===== src/rtl/synapse_scheduler.sv =====
// Time-shares one synaptic delay channel among N_PRE presynaptic inputs.
// Pending spikes are granted round-robin and emitted after a per-source configurable delay.
module synapse_scheduler #(
    parameter int unsigned N_PRE         = 4,
    parameter int unsigned DELAY_W       = 2,
    parameter int unsigned DEFAULT_DELAY = 3,
    parameter int unsigned DROP_W        = 8
) (
    input  logic                     clk,
    input  logic                     reset,
    input  logic [N_PRE-1:0]         spike_in,
    input  logic                     cfg_we,
    input  logic [$clog2(N_PRE)-1:0] cfg_idx,
    input  logic [DELAY_W-1:0]       cfg_delay,
    output logic                     spike_out,
    output logic [$clog2(N_PRE)-1:0] spike_src,
    output logic                     busy,
    output logic [DROP_W-1:0]        drop_count
);
    localparam int unsigned IdxW = $clog2(N_PRE);

    typedef enum logic [1:0] {StIdle, StDelay, StFire} state_e;

    state_e              state_q, state_d;
    logic [N_PRE-1:0]    pending_q, pending_d, grant_onehot;
    logic [DELAY_W-1:0]  delay_q [N_PRE];
    logic [DELAY_W-1:0]  cnt_q;
    logic [IdxW-1:0]     src_q, last_grant_q, gnt_idx, cand_idx;
    logic                gnt_found, grant, drop, spike_out_q;
    logic [DROP_W-1:0]   drop_q;

    // Round-robin search starting just after the last source that fired.
    always_comb begin
        gnt_found = 1'b0;
        gnt_idx   = '0;
        cand_idx  = '0;
        for (int unsigned k = 1; k <= N_PRE; k++) begin
            cand_idx = IdxW'((32'(last_grant_q) + k) % N_PRE);
            if (!gnt_found && pending_q[cand_idx]) begin
                gnt_found = 1'b1;
                gnt_idx   = cand_idx;
            end
        end
    end

    always_comb begin
        grant        = (state_q == StIdle) && gnt_found;
        grant_onehot = grant ? (N_PRE'(1) << gnt_idx) : '0;
        pending_d    = (pending_q & ~grant_onehot) | spike_in;
        // A spike on the index granted this edge simply re-latches, so it is not a drop.
        drop         = |(spike_in & pending_q & ~grant_onehot);
    end

    always_comb begin
        state_d = state_q;
        unique case (state_q)
            StIdle:  if (grant) state_d = StDelay;
            StDelay: if (cnt_q == '0) state_d = StFire;
            StFire:  state_d = StIdle;
            default: state_d = StIdle;
        endcase
    end

    always_ff @(posedge clk) begin
        if (reset) begin
            state_q      <= StIdle;
            pending_q    <= '0;
            cnt_q        <= '0;
            src_q        <= '0;
            last_grant_q <= IdxW'(N_PRE - 1);
            spike_out_q  <= 1'b0;
            drop_q       <= '0;
            for (int unsigned i = 0; i < N_PRE; i++) begin
                delay_q[i] <= DELAY_W'(DEFAULT_DELAY);
            end
        end else begin
            state_q     <= state_d;
            pending_q   <= pending_d;
            spike_out_q <= (state_q == StDelay) && (cnt_q == '0);
            if (grant) begin
                src_q <= gnt_idx;
                cnt_q <= delay_q[gnt_idx];
            end else if (state_q == StDelay && cnt_q != '0) begin
                cnt_q <= cnt_q - 1'b1;
            end
            if (state_q == StFire) begin
                last_grant_q <= src_q;
            end
            if (drop && drop_q != {DROP_W{1'b1}}) begin
                drop_q <= drop_q + 1'b1;
            end
            if (cfg_we && 32'(cfg_idx) < N_PRE) begin
                delay_q[cfg_idx] <= cfg_delay;
            end
        end
    end

    assign spike_out  = spike_out_q;
    assign spike_src  = src_q;
    assign busy       = (state_q != StIdle);
    assign drop_count = drop_q;

endmodule


===== config.mk =====
export PLATFORM = sky130hd
export DESIGN_NAME = synapse_scheduler
export DESIGN_NICKNAME = d
export VERILOG_FILES = /design/src/rtl/synapse_scheduler.sv
export SDC_FILE = /design/constraint.sdc
export NUM_CORES = 1
export LEC_CHECK = 0
export ABC_AREA = 1
export ABC_CLOCK_PERIOD_IN_PS = 4300
export CAP_MARGIN = 20
export CORE_MARGIN = 5
export CORE_UTILIZATION = 58
export DETAILED_ROUTE_END_ITERATION = 10
export PLACE_DENSITY = 0.87
export SLEW_MARGIN = 0
export SYNTH_ARGS = -nofsm -noshare
export SYNTH_HDL_FRONTEND = slang
export SYNTH_SLANG_ARGS = --single-unit

===== constraint.sdc =====
create_clock -name clk -period 4.3 [get_ports clk]
set_input_delay 0.43 -clock clk [delete_from_list [all_inputs] [get_ports clk]]
set_output_delay 0.43 -clock clk [all_outputs]
set_load 0.01 [all_outputs]

# Word level (Yosys, flattened, before mapping)
# Memory sizes are Yosys's and may differ from the RTL's.
# Index checks and enable logic that the tools add are counted.
[op_classes]
n_eq_ne = 5
shift = 1
addsub = 6
reduce_logical = 18
muxes = 30
bitwise = 5
order_cmp = 4
[ops]
columns = ["cell", "count"]
rows = [
  ["2-bit 2-to-1 mux", 10],
  ["1-bit 2-to-1 mux", 14],
  ["4-bit bitwise AND", 3],
  ["2-bit by 3-bit less-than comparator with 1-bit output, second input constant", 4],
  ["8-bit by 1-bit adder with 8-bit output, second input constant", 1],
  ["1-bit binary-select mux with 2-bit select", 4],
  ["8-bit inequality test, second input constant", 1],
  ["1-bit logical AND", 7],
  ["2-bit nonzero test", 3],
  ["2-bit by 1-bit adder with 2-bit output, second input constant", 2],
  ["2-bit adder, second input constant", 2],
  ["2-bit zero test", 2],
  ["4-bit 2-to-1 mux", 1],
  ["2-bit inequality test, second input constant", 2],
  ["4-bit NOT", 1],
  ["4-bit OR", 1],
  ["2-bit case mux with 2 select lines", 1],
  ["4-bit OR reduction", 1],
  ["1-bit by 2-bit << shifter with 4-bit output, first input constant", 1],
  ["1-bit zero test", 3],
  ["2-bit by 1-bit == test with 1-bit output, second input constant", 1],
  ["2-bit == test, second input constant", 1],
  ["2-bit AND reduction", 1],
  ["2-bit OR reduction", 1],
  ["2-bit by 1-bit subtractor with 2-bit output, second input constant", 1],
]
[word_totals]
output_inout_bits = 12
ff_bits = 21
memories = 1
input_bits = 11
wordCells = 77
ram_bits = 8
[mem_list]
columns = ["name", "depth", "word_bits", "read_ports", "rd_clocked_by_memory_dff", "wr", "line_no", "source"]
rows = [
  ["delay_q", 4, 2, 1, 0, 4, "26", "logic [DELAY_W-1:0] delay_q [N_PRE];"],
]

# Longest topological paths before layout
[depth]
ltp_word = 19
ltp_mapped = 20
ltp_nobuf = 19

# Least setup slack after synthesis
# OpenSTA, ideal clock, no wires.
[synth_timing]
path_type = "register -> register"
start = "register last_grant_q[0]"
end = "register drop_q[2] (netlist: drop_count[2])"
setup_slack_ns = 2.482
stages_incl_launch_ff = 19
synth_period_minus_slack_ns = 1.818
required_ns = 4.185
arrival_ns = 1.703
n_path_buf = 2
setup_time_ns = 0.115
cell_sequence = "dfxtp_1 buf_6 inv_4 nand2_1 nand2_2 nand2_1 nand2_2 inv_2 nand2_1 nand2_1 nand2_2 nand3_2 nor2_1 nor2_1 nor2_2 nand2_4 buf_6 a21oi_1 nor2_1"
[synth_between]
elab_chain_len = 19
word_cells_on_any_way = 33
classes_between = "add/sub: 4; shift: 1; mux: 17; bitwise: 2; reduce/logical: 9"
[synth_rtl]
columns = ["item", "line_no", "source"]
rows = [
  ["start: declaration", "28", "logic [IdxW-1:0] src_q, last_grant_q, gnt_idx, cand_idx;"],
  ["start signal: assignment", "70", "last_grant_q <= IdxW'(N_PRE - 1);"],
  ["start signal: assignment", "87", "last_grant_q <= src_q;"],
  ["2-bit by 1-bit adder with 2-bit output", "38", "cand_idx = IdxW'((32'(last_grant_q) + k) % N_PRE);"],
  ["1-bit binary-select mux with 2-bit select", "39", "if (!gnt_found && pending_q[cand_idx]) begin"],
  ["1-bit 2-to-1 mux (not written as such)", "39", ""],
  ["1-bit 2-to-1 mux", "39", ""],
  ["1-bit zero test", "39", ""],
  ["1-bit logical AND", "39", ""],
  ["1-bit 2-to-1 mux", "39", ""],
  ["1-bit zero test", "39", ""],
  ["[... 3 more ...]", "-", ""],
  ["1-bit logical AND", "39", ""],
  ["2-bit 2-to-1 mux / 1-bit 2-to-1 mux (equally long branches)", "39", ""],
  ["1-bit by 2-bit << shifter with 4-bit output / 1-bit logical AND (equally long branches)", "48, 47", ""],
  ["4-bit 2-to-1 mux *", "48", "grant_onehot = grant ? (N_PRE'(1) << gnt_idx) : '0;"],
  ["4-bit NOT *", "51", "drop = |(spike_in & pending_q & ~grant_onehot);"],
  ["4-bit bitwise AND *", "51", ""],
  ["4-bit OR reduction *", "51", ""],
  ["1-bit logical AND *", "89", "if (drop && drop_q != {DROP_W{1'b1}}) begin"],
  ["end signal: assignment", "90", "drop_q <= drop_q + 1'b1;"],
  ["end: declaration", "30", "logic [DROP_W-1:0] drop_q;"],
]
# Every way passes the cells marked *; elsewhere a longest branch is shown, timed or not. The select of a mux whose other input is x is not followed.
# A chain may end at the register's enable or synchronous reset.

# Final worst setup path
[layout_timing]
start = "register last_grant_q[0]"
end = "register drop_q[1] (netlist: drop_count[1])"
# The elaborated chain is that of the path after synthesis.

==> flow_summary_export.csv <==
group,metric,value,unit
synthesis,synth_top_family_by_area,"simple AND/OR/NAND/NOR gates",
detailed_routing,wl_per_cell,11.35,um
sta,hold_viol,0,
global_route,grt_max_degree,16,
clocking,cts_tree,"yes",
synthesis,ys_types,29,
synthesis,synth-seq-cells,29,
setup_path,arrival,2.53,ns
synthesis,syn-num-nets,260,
clocking,cts.htree.levels,2,
final_layout,fill_cells,233,
detailed_routing,drt_first_pass_iters,4,
clocking,clock-sinks,29,
hold_path,hold_class,"flip-flop to flip-flop",
floorplan,ioPinCount,23,
place,dp_hpwl,2597,um
clocking,clock_path_buffers,2,
synthesis,syn_avg_cell_area,6.874,um^2
sta,setup-tns-final,0,ns
detailed_routing,ant_nets,0,
clocking,cts.clk_slew.worst_paths,0.10,ns
sta,final.min_clock_period,2.253,ns
setup_path,required,4.57,ns
pwr,power_leakage,0.9439,nW
place,port_buffers,22,
pwr,total_power,0.001166,W
floorplan,dieArea,4109,um^2
sta,whs,0.5084,ns
sta,min_period_over_period,52.39,%
sta,rsz0062_at_grt,"no",
clocking,cts_setup_buffers,0,
global_route,grt_pass1_wl,5906,um
synthesis,ys_seq_area_share,38.91,%
run_status,run_status,"complete, no violations",
detailed_routing,drt_iter0_drc,120,
sta,maxSlewViolCount,0,
sta,fmax,443.9,MHz
sta,tightest_slew,0.4697,ns
detailed_routing,viasPerCell,5.247,
floorplan,start_util,61.04,%
clocking,cts_buffers,5,
synthesis,synth_compound_area_share,8.696,%
synthesis,synth_warnings,0,
global_route,antenna_found_initial,0,
final_layout,seq_area,660.6,um^2
pwr,vdd_drop_max,0.4464,mV
setup_path,crit_path_end_kind,"flip-flop",
final_layout,final_core_util,72.56,%
detailed_routing,drc_errors,0,
final_layout,areaGrowthSynthToFinish,18.87,%
synthesis,synth.area.mux_share,0,%
sta,slew_headroom,68.45,%
synthesis,synth_area,1698,um^2
floorplan,num_rows,19,
floorplan,dieHeight,64.11,um
setup_path,cp-start-kind,"flip-flop",
floorplan,die_w,64.11,um
pwr,powerDensity,577.5,nW/um^2
detailed_routing,vias,1595,
global_route,grt_usage,17.89,%
synthesis,synthAdderAreaFrac,1.474,%
floorplan,core,2781,um^2
clocking,post_cts_resize_count,0,
final_layout,multiInputGateArea,864.6,um^2
final_layout,num_antenna_cells,0,
clocking,hold_buffers,0,
global_route,grt_pass1_vias,1389,
setup_path,worst-path-max-fanout,14,
flow_run,maxCapViolations,0,
detailed_routing,wirelength,3449,um
synthesis,syn_inst,247,
clocking,clk_latency,0.33,ns
synthesis,synthSimpleGateAreaFrac,40.24,%
clocking,clockRootBuffer,"clkbuf_4",
setup_path,worstSetupPathType,"flip-flop to flip-flop",
final_layout,drive_above_1_share,13.19,%
place,gp_congestion,0.8260,
synthesis,synth-xor-area-share,0.5158,%
sta,finalSetupViolations,0,
global_route,overflow,0,
final_layout,final_nets,285,
sta,skew,0.01350,ns
metrics by stage:
step                cell area [um^2]  worst slack, ns  cells
floorplan                       1698            2.482    247
global placement                1926            2.131    296
detailed placement              1926            2.105    296
CTS                             2018            2.071    304
global route                    2018            1.804    304
finish                          2018            2.047    304
flip-flops by register name, summed over array words and instances, names as in the netlist:
signal and count:
drop_count 8, last_grant_q 2, state_q 2, spike_out 1, spike_src 2, cnt_q 2, delay_q 8, pending_q 4
where the power goes:
| part | switching [W] | total (W) | internal, W |
|---|---|---|---|
| logic | 0.000357 | 0.000555 | 0.000198 |
| registers | 0.0000466 | 0.000376 | 0.000330 |
| clock network | 0.000101 | 0.000234 | 0.000133 |
| total | 0.000504 | 0.00117 | 0.000661 |
final timing paths:
| path | startpoint | endpoint | slack [ns] | depth (start not counted) |
|---|---|---|---|---|
| setup reg to reg | last_grant_q[0]$_SDFFE_PP1N_ | drop_count[1]$_SDFFE_PP0P_ | 2.05 | 16 |
| setup / recovery | last_grant_q[0]$_SDFFE_PP1N_ | drop_count[1]$_SDFFE_PP0P_ | 2.05 | 16 |
| hold reg to reg | spike_src[0]$_SDFFE_PP0N_ | spike_src[0]$_SDFFE_PP0N_ | 0.51 | 2 |
| hold / removal | spike_src[0]$_SDFFE_PP0N_ | spike_src[0]$_SDFFE_PP0N_ | 0.51 | 2 |
worst max-delay path, cell delays in order (launching register included):
cell     delay, ns
dfxtp_1       0.57
inv_4         0.09
nand2_1       0.09
nand2_2       0.06
nand2_1       0.10
nand2_2       0.09
nor2_4        0.10
nand3_2       0.07
nand3_2       0.16
inv_2         0.09
a21oi_1       0.19
nor2_2        0.07
nand2_4       0.17
nand2_1       0.11
inv_1         0.08
nor2_1        0.04
nor2_1        0.09
area by class of cell:
class / count / share of cell area [%]
Clock buffer: 7 / 4.340
Clock inverter: 1 / 0.2480
Inverter: 37 / 7.006
Multi-Input combinational cell: 177 / 42.84
Sequential cell: 29 / 32.73
Tap cell: 31 / 1.922
Timing Repair Buffer: 22 / 10.91
cells by family after synthesis:
group / after synthesis
xor gates and xnor gates: 1
DFF: 29
buffers and inverters: 41
and+or+nand+nor: 147
adders and majority gates: 2
AOI/OAI and AO/OA: 27
per-layer routing:
metal  share of wire (%)  vias to the layer above  track usage, %
met2                  49                       39           30.28
met3                 5.9                        5           5.254
li1                    -                      834               -
met5                   0                        -               0
met1                  44                      717           21.53
met4                 1.4                        0           6.361
Yosys cell counts (all sizes together):
cell	count	share of area (%)
nand2	79	19
nor2	38	9.0
inv	37	8.3
dfxtp	21	25
nand3	21	8.8
a21oi	15	4.6
edfxtp	8	14
o21ai	8	2.4
buf	3	1.6
nand4	3	1.1
nor3	3	0.88
ha	2	1.5
nor4	2	0.74
clkbuf	1	0.22
nand3b	1	0.44
o211ai	1	0.44
o21bai	1	0.44
o22ai	1	0.37
o31ai	1	0.44
xor2	1	0.52
placed cells by master, fill, tap and decap left out:
master	n
nand3_2	9
clkbuf_16	2
nand3_1	12
nor2_2	1
clkdlybuf4s50_1	22
a21oi_2	1
nand4_1	3
nor4_1	2
o22ai_1	1
nor3_1	3
edfxtp_1	8
xor2_1	1
nor2_4	1
ha_1	2
o31ai_1	1
nand2_2	9
a21oi_1	14
clkbuf_4	5
nand2_1	69
inv_1	31
clkinv_2	1
dfxtp_1	21
nand2_4	1
nor2_1	36
nand3b_1	1
inv_4	1
inv_2	5
o211ai_1	1
o21ai_0	8
o21bai_1	1
No activity file was read; power rests on OpenSTA's default activity.
